## src/rtl/noc_e1of2_tx_if.sv

```systemverilog
// Bundles the two handshakes of the injector: a clocked valid/ready packet port
// and the asynchronous dual-rail (e1of2) output with its enable return wire.
//
// Handshake semantics:
//   in_valid/in_ready : a packet moves on a rising CLK edge where both are 1.
//                       in_ready does not depend on in_valid.
//   tx_d/tx_e         : four-phase. The receiver raises tx_e when it is ready. The
//                       sender drives a full codeword on tx_d. The receiver drops
//                       tx_e to acknowledge. The sender returns tx_d to all-zero
//                       (neutral), and the receiver raises tx_e again.
interface noc_e1of2_tx_if #(
  parameter int WIDTH = 11
);
  logic               in_valid;
  logic [WIDTH-1:0]   in_data;
  logic               in_ready;
  logic [2*WIDTH-1:0] tx_d;
  logic               tx_e;

  // Injector side
  modport slave (
    input  in_valid,
    input  in_data,
    input  tx_e,
    output in_ready,
    output tx_d
  );

  // Producer / receiver side
  modport master (
    output in_valid,
    output in_data,
    output tx_e,
    input  in_ready,
    input  tx_d
  );
endinterface

```

## src/rtl/noc_e1of2_tx.sv

```systemverilog
// Synchronous-to-asynchronous packet injector. Packets are buffered in a small
// FIFO and leave as e1of2 dual-rail words under a four-phase enable handshake.
// tx_d always comes straight from a register, so the rails never glitch.
module noc_e1of2_tx #(
  parameter int WIDTH       = 11,
  parameter int DEPTH       = 4,
  parameter int SYNC_STAGES = 2
) (
  input  logic                 CLK,
  input  logic                 _RESET,
  noc_e1of2_tx_if.slave        io,
  output logic                 busy,
  output logic [15:0]          sent_count,
  output logic [1:0]           o_state
);

  localparam int AW = $clog2(DEPTH);

  typedef enum logic [1:0] {
    ST_IDLE    = 2'd0,
    ST_DATA    = 2'd1,
    ST_NEUTRAL = 2'd2
  } state_t;

  state_t                 r_state;
  state_t                 w_next_state;
  logic [WIDTH-1:0]       r_mem [DEPTH];
  logic [AW:0]            r_wptr;
  logic [AW:0]            r_rptr;
  logic [SYNC_STAGES-1:0] r_sync;
  logic [2*WIDTH-1:0]     r_tx_d;
  logic [15:0]            r_sent_count;
  logic                   r_run;

  logic                   w_full;
  logic                   w_empty;
  logic                   w_push;
  logic                   w_pop;
  logic                   w_e_s;
  logic                   w_load;
  logic                   w_clear;
  logic                   w_count_inc;
  logic [WIDTH-1:0]       w_head;
  logic [2*WIDTH-1:0]     w_enc;

  // FIFO status: the extra pointer bit tells full apart from empty.
  assign w_empty = (r_wptr == r_rptr);
  assign w_full  = (r_wptr[AW] != r_rptr[AW]) &&
                   (r_wptr[AW-1:0] == r_rptr[AW-1:0]);
  assign w_head  = r_mem[r_rptr[AW-1:0]];
  assign w_e_s   = r_sync[SYNC_STAGES-1];

  // r_run keeps in_ready low while reset is held and for the release edge itself.
  assign io.in_ready = r_run && !w_full;
  assign w_push      = io.in_valid && io.in_ready;

  assign io.tx_d     = r_tx_d;
  assign sent_count  = r_sent_count;
  assign busy        = !w_empty || (r_state != ST_IDLE);
  assign o_state     = r_state;

  // Run flag: sets on the first clock edge after reset is released.
  always_ff @(posedge CLK or negedge _RESET) begin
    if (!_RESET) r_run <= 1'b0;
    else         r_run <= 1'b1;
  end

  // Synchroniser chain bringing the asynchronous tx_e into the CLK domain.
  always_ff @(posedge CLK or negedge _RESET) begin
    if (!_RESET) r_sync <= '0;
    else         r_sync <= {r_sync[SYNC_STAGES-2:0], io.tx_e};
  end

  // FIFO storage. It needs no reset because the pointers qualify every read.
  always_ff @(posedge CLK) begin
    if (w_push) r_mem[r_wptr[AW-1:0]] <= io.in_data;
  end

  // FIFO pointers. A push and a pop on the same edge leave the occupancy unchanged.
  always_ff @(posedge CLK or negedge _RESET) begin
    if (!_RESET) begin
      r_wptr <= '0;
      r_rptr <= '0;
    end else begin
      if (w_push) r_wptr <= r_wptr + (AW+1)'(1);
      if (w_pop)  r_rptr <= r_rptr + (AW+1)'(1);
    end
  end

  // Dual-rail encode of the FIFO head: rail-1 carries the bit, rail-0 its inverse.
  always_comb begin
    w_enc = '0;
    for (int i = 0; i < WIDTH; i++) begin
      w_enc[2*i+1] = w_head[i];
      w_enc[2*i]   = ~w_head[i];
    end
  end

  // FSM next-state and control. Decisions use only the synchronised enable.
  always_comb begin
    w_next_state = r_state;
    w_pop        = 1'b0;
    w_load       = 1'b0;
    w_clear      = 1'b0;
    w_count_inc  = 1'b0;
    case (r_state)
      ST_IDLE: begin
        if (!w_empty && w_e_s) begin
          w_load       = 1'b1;
          w_pop        = 1'b1;
          w_next_state = ST_DATA;
        end
      end
      ST_DATA: begin
        if (!w_e_s) begin
          w_clear      = 1'b1;
          w_count_inc  = 1'b1;
          w_next_state = ST_NEUTRAL;
        end
      end
      ST_NEUTRAL: begin
        if (w_e_s) w_next_state = ST_IDLE;
      end
      default: begin
        w_clear      = 1'b1;
        w_next_state = ST_IDLE;
      end
    endcase
  end

  // FSM state register.
  always_ff @(posedge CLK or negedge _RESET) begin
    if (!_RESET) r_state <= ST_IDLE;
    else         r_state <= w_next_state;
  end

  // Output rails. Reset forces neutral immediately, which drops any in-flight word.
  always_ff @(posedge CLK or negedge _RESET) begin
    if (!_RESET)      r_tx_d <= '0;
    else if (w_load)  r_tx_d <= w_enc;
    else if (w_clear) r_tx_d <= '0;
  end

  // Completed-packet counter. It wraps from 16'hFFFF to zero.
  always_ff @(posedge CLK or negedge _RESET) begin
    if (!_RESET)          r_sent_count <= '0;
    else if (w_count_inc) r_sent_count <= r_sent_count + 16'd1;
  end

endmodule

```

## src/flat_wrapper.sv

```systemverilog
// flat-port wrapper written by rule: the top's interface ports become plain ports
module noc_e1of2_tx_flat 
#(
  parameter int WIDTH       = 11,
  parameter int DEPTH       = 4,
  parameter int SYNC_STAGES = 2
)
  (CLK, _RESET, busy, sent_count, o_state, io_in_valid, io_in_data, io_tx_e, io_in_ready, io_tx_d);
  noc_e1of2_tx_if #(.WIDTH(WIDTH)) io_i ();
  input  logic CLK;
  input  logic _RESET;
  output logic busy;
  output logic [15:0] sent_count;
  output logic [1:0] o_state;
  input wire logic [$bits(io_i.in_valid)-1:0] io_in_valid;
  input wire logic [$bits(io_i.in_data)-1:0] io_in_data;
  input wire logic [$bits(io_i.tx_e)-1:0] io_tx_e;
  output wire logic [$bits(io_i.in_ready)-1:0] io_in_ready;
  output wire logic [$bits(io_i.tx_d)-1:0] io_tx_d;
  assign io_i.in_valid = io_in_valid;
  assign io_i.in_data = io_in_data;
  assign io_i.tx_e = io_tx_e;
  assign io_in_ready = io_i.in_ready;
  assign io_tx_d = io_i.tx_d;
  noc_e1of2_tx #(.WIDTH(WIDTH), .DEPTH(DEPTH), .SYNC_STAGES(SYNC_STAGES)) u_core (.CLK(CLK), ._RESET(_RESET), .io(io_i), .busy(busy), .sent_count(sent_count), .o_state(o_state));
endmodule
```

## config.mk

```make
export PLATFORM = sky130hd
export DESIGN_NAME = noc_e1of2_tx_flat
export DESIGN_NICKNAME = d
export VERILOG_FILES = /design/src/rtl/noc_e1of2_tx_if.sv /design/src/rtl/noc_e1of2_tx.sv /design/src/flat_wrapper.sv
export SDC_FILE = /design/constraint.sdc
export NUM_CORES = 1
export LEC_CHECK = 0
export ABC_AREA = 1
export ABC_CLOCK_PERIOD_IN_PS = 4860
export CORE_ASPECT_RATIO = 1.75
export CORE_MARGIN = 10
export CORE_UTILIZATION = 40
export DETAILED_ROUTE_END_ITERATION = 12
export HOLD_SLACK_MARGIN = 0.03
export SLEW_MARGIN = 10
export SYNTH_ARGS = -nofsm -noshare
export SYNTH_HDL_FRONTEND = slang
export SYNTH_SLANG_ARGS = --single-unit
```

## constraint.sdc

```tcl
create_clock -name CLK -period 4.86 [get_ports CLK]
set_input_delay 0.972 -clock CLK [delete_from_list [all_inputs] [get_ports CLK]]
set_output_delay 0.972 -clock CLK [all_outputs]
set_load 0.02 [all_outputs]
```

==> reports/results.ini <==
[sta]
setup_viol=0
worst_pin_slew_ps=993
max_slew_margin_pct=33.6
fin_crit_ps=3100
rsz0062_at_grt=false
max_freq_mhz=323
fin_hold_ws_ps=350
drv_slew=0
setup-tns-final_ps=0
skew_ps=10.9
hold_viol=0
fin_crit_sh_pct=63.7

[power]
seqPwrFrac_pct=37.1
p_sw_share_pct=37.5
p_sw_mw=1.17
power.density_nw_per_um2=599
p_int_mw=1.95
totalPowerFinal_mw=3.12
clock_power_share_pct=23.9
p_leak_nw=2.28
combPwrFrac_pct=39.0
ir_drop_uv=333

[logic_synthesis]
synth-main-ff-cell=dfrtp_1
synth_cell_type_count=28
yosysWarnings=0
ys_async_sr_fraction_pct=52.7
synth_xor_area_share_pct=3.41
synth_area_leaders=edfxtp_1 (31%), dfrtp_1 (29%), nand2_1 (10%), nor2_1 (5.7%), nand3_2 (3.3%)
yosys.area_share.simple_pct=26.1
synth_edf_count=44
synth-seq-area-share_pct=59.9
syn_area_per_cell_um2=10.1
syn_area_um2=4250
synth_compound_area_share_pct=3.18
synth_most_common_cell=nand2_1
synth_top_area_share_pct=31.1
synth_mux_area_share_pct=0
synth.largest_area_cell=edfxtp_1
yosys.area_share.adder_pct=1.77
synth_nets=441
ys_ff_latch=93
synth_top_family_by_area=simple AND/OR/NAND/NOR gates
synthTopCellsByCount=nand2_1 (113), nor2_1 (64), dfrtp_1 (49)
netlist_instances=420

[placement]
routabilityCongestion=0.772
hpwl_um=6660
portBuffers=56

[setup_path]
reg2reg_from=u_core.r_rptr[1]$_DFFE_PN0P_
end_kind=output pin
critPathArrivalTime_ps=2120
startpoint=u_core.r_rptr[1]$_DFFE_PN0P_
crit_required_ps=3890
cp-start-kind=flop
critical_path_class=flop to output pin
cp_max_fo=15

[clock_network]
hold_buffers=0
cts_root_buffer=clkbuf_16
cts_tree=done
cts.clk_slew.worst_paths_ps=70
cts_num_sinks=93
cts_setup_buffers=0
clk_latency_ps=340
numCtsBuffers=9
h-tree-depth=3
clock_path_buffers=2
post_cts_resized=0

[route]
viasPerCell=4.74
vias=2882
first_iter_violations=73
drt-pass1-iter-count=4
drtAntennaViolNets=0
routed_wl_um=8610
drc_errors=0
wl_per_cell_um=14.2

[job]
cap_violations=0

[floorplanning]
row_count=49
fp.dieW_um=97.9
start_util_pct=41.0
top_level_ports=57
die_area_um2=15300
dieHeight_um=156
core_area_um2=10400

[worst_hold_path]
hold_path.class=flop to flop
hp-start=u_core.r_sync[0]$_DFF_PN0_

[grt]
grt_antenna_before_repair=0
grt_max_degree=50
gr-total-overflow=0
grt_pass1_vias=2883
track_usage_pct=11.4
grt_pass1_wl_um=14200

[cells_and_area]
syn_to_final_growth_pct=22.4
layout.nets=497
num_antenna_cells=0
drive_above_1_share_pct=10.2
num-fill-cells=933

[outcome]
status=complete, no violations

-- final timing paths --
kind	to	slack [ps]	cells after the start
min in group asynchronous	u_core.sent_count[2]$_DFFE_PN0P_	730	2
setup / recovery	io_in_ready	1760	5
max in group asynchronous	u_core.sent_count[11]$_DFFE_PN0P_	3680	2
setup reg to reg	u_core.r_mem[2][8]$_DFFE_PP_	2470	4
hold reg to reg	u_core.r_sync[1]$_DFF_PN0_	350	0
hold / removal	u_core.r_sync[1]$_DFF_PN0_	350	0
-- logic make-up after synthesis --
kind of cell             Yosys count
XOR/XNOR                          14
buffers and inverters             49
AND/OR/NAND/NOR                  230
other                              1
adder cells (fa/ha/maj)            6
AO/OA/AOI/OAI                     27
flip-flops                        93
-- critical path, stage by stage, from the launching register on --
cell and delay, ps:
dfrtp_1 570, xnor2_2 310, nand3_1 220, nand2_1 110, inv_1 40, clkdlybuf4s50_1 530
-- per-layer routing --
metal,track usage [%],up-vias,wire [um],share of wire [%]
met4,5.22,0,144,1.7
met1,11.8,1348,3370,39
met3,3.22,8,419,4.9
met5,0,-,0,0
li1,-,1474,-,-
met2,20.8,52,4680,54
-- cell type report --
class	instances	area [um2]	share of cell area, %
clock buffer	10	229	4.40
inverter	36	138	2.65
sequential	93	2550	49.0
timing repair buffer	58	571	11.0
multi-input combinational	278	1470	28.2
clock inverter	6	91.3	1.76
tap	127	159	3.06
-- sequential cells by signal (all words and copies together) (netlist names) --
register	flops
u_core.r_wptr	3
u_core.sent_count	16
u_core.r_sync	2
u_core.r_rptr	3
u_core.r_run	1
u_core.io.tx_d	22
u_core.r_mem	44
u_core.o_state	2
-- per-stage QoR --
stage / cells / util, % / worst slack (ps) / cell area [um2]
floorplan: 420 / - / 2790 / 4250
global placement: 592 / 47.1 / 2080 / 4880
detailed placement: 592 / 47.1 / 1970 / 4880
CTS: 608 / 50.2 / 1730 / 5200
global route: 608 / 50.2 / 1600 / 5200
finish: 608 / 50.2 / 1760 / 5200
-- cells in the final DEF (no fill, tap or decap), drive strengths merged, types with 3 or more instances in the layout --
| master | n |
|---|---|
| buf | 3 |
| nand3 | 32 |
| xnor2 | 7 |
| inv | 39 |
| dfrtp | 49 |
| clkdlybuf4s50 | 55 |
| nor2 | 70 |
| nand2 | 117 |
| edfxtp | 44 |
| clkbuf | 10 |
| nand4 | 7 |
| xor2 | 7 |
| ha | 6 |
| o21ai | 27 |
-- power by group through the flow --
stage / combinational [mW] / clock [mW] / sequential (mW)
floorplan: 0.764 / 0 / 1.27
global placement: 1.21 / 0 / 1.17
detailed placement: 1.23 / 0 / 1.18
CTS: 1.24 / 0.763 / 1.16
global route: 1.37 / 0.802 / 1.18
finish: 1.21 / 0.746 / 1.16
No activity file was read; power rests on OpenSTA's default activity.
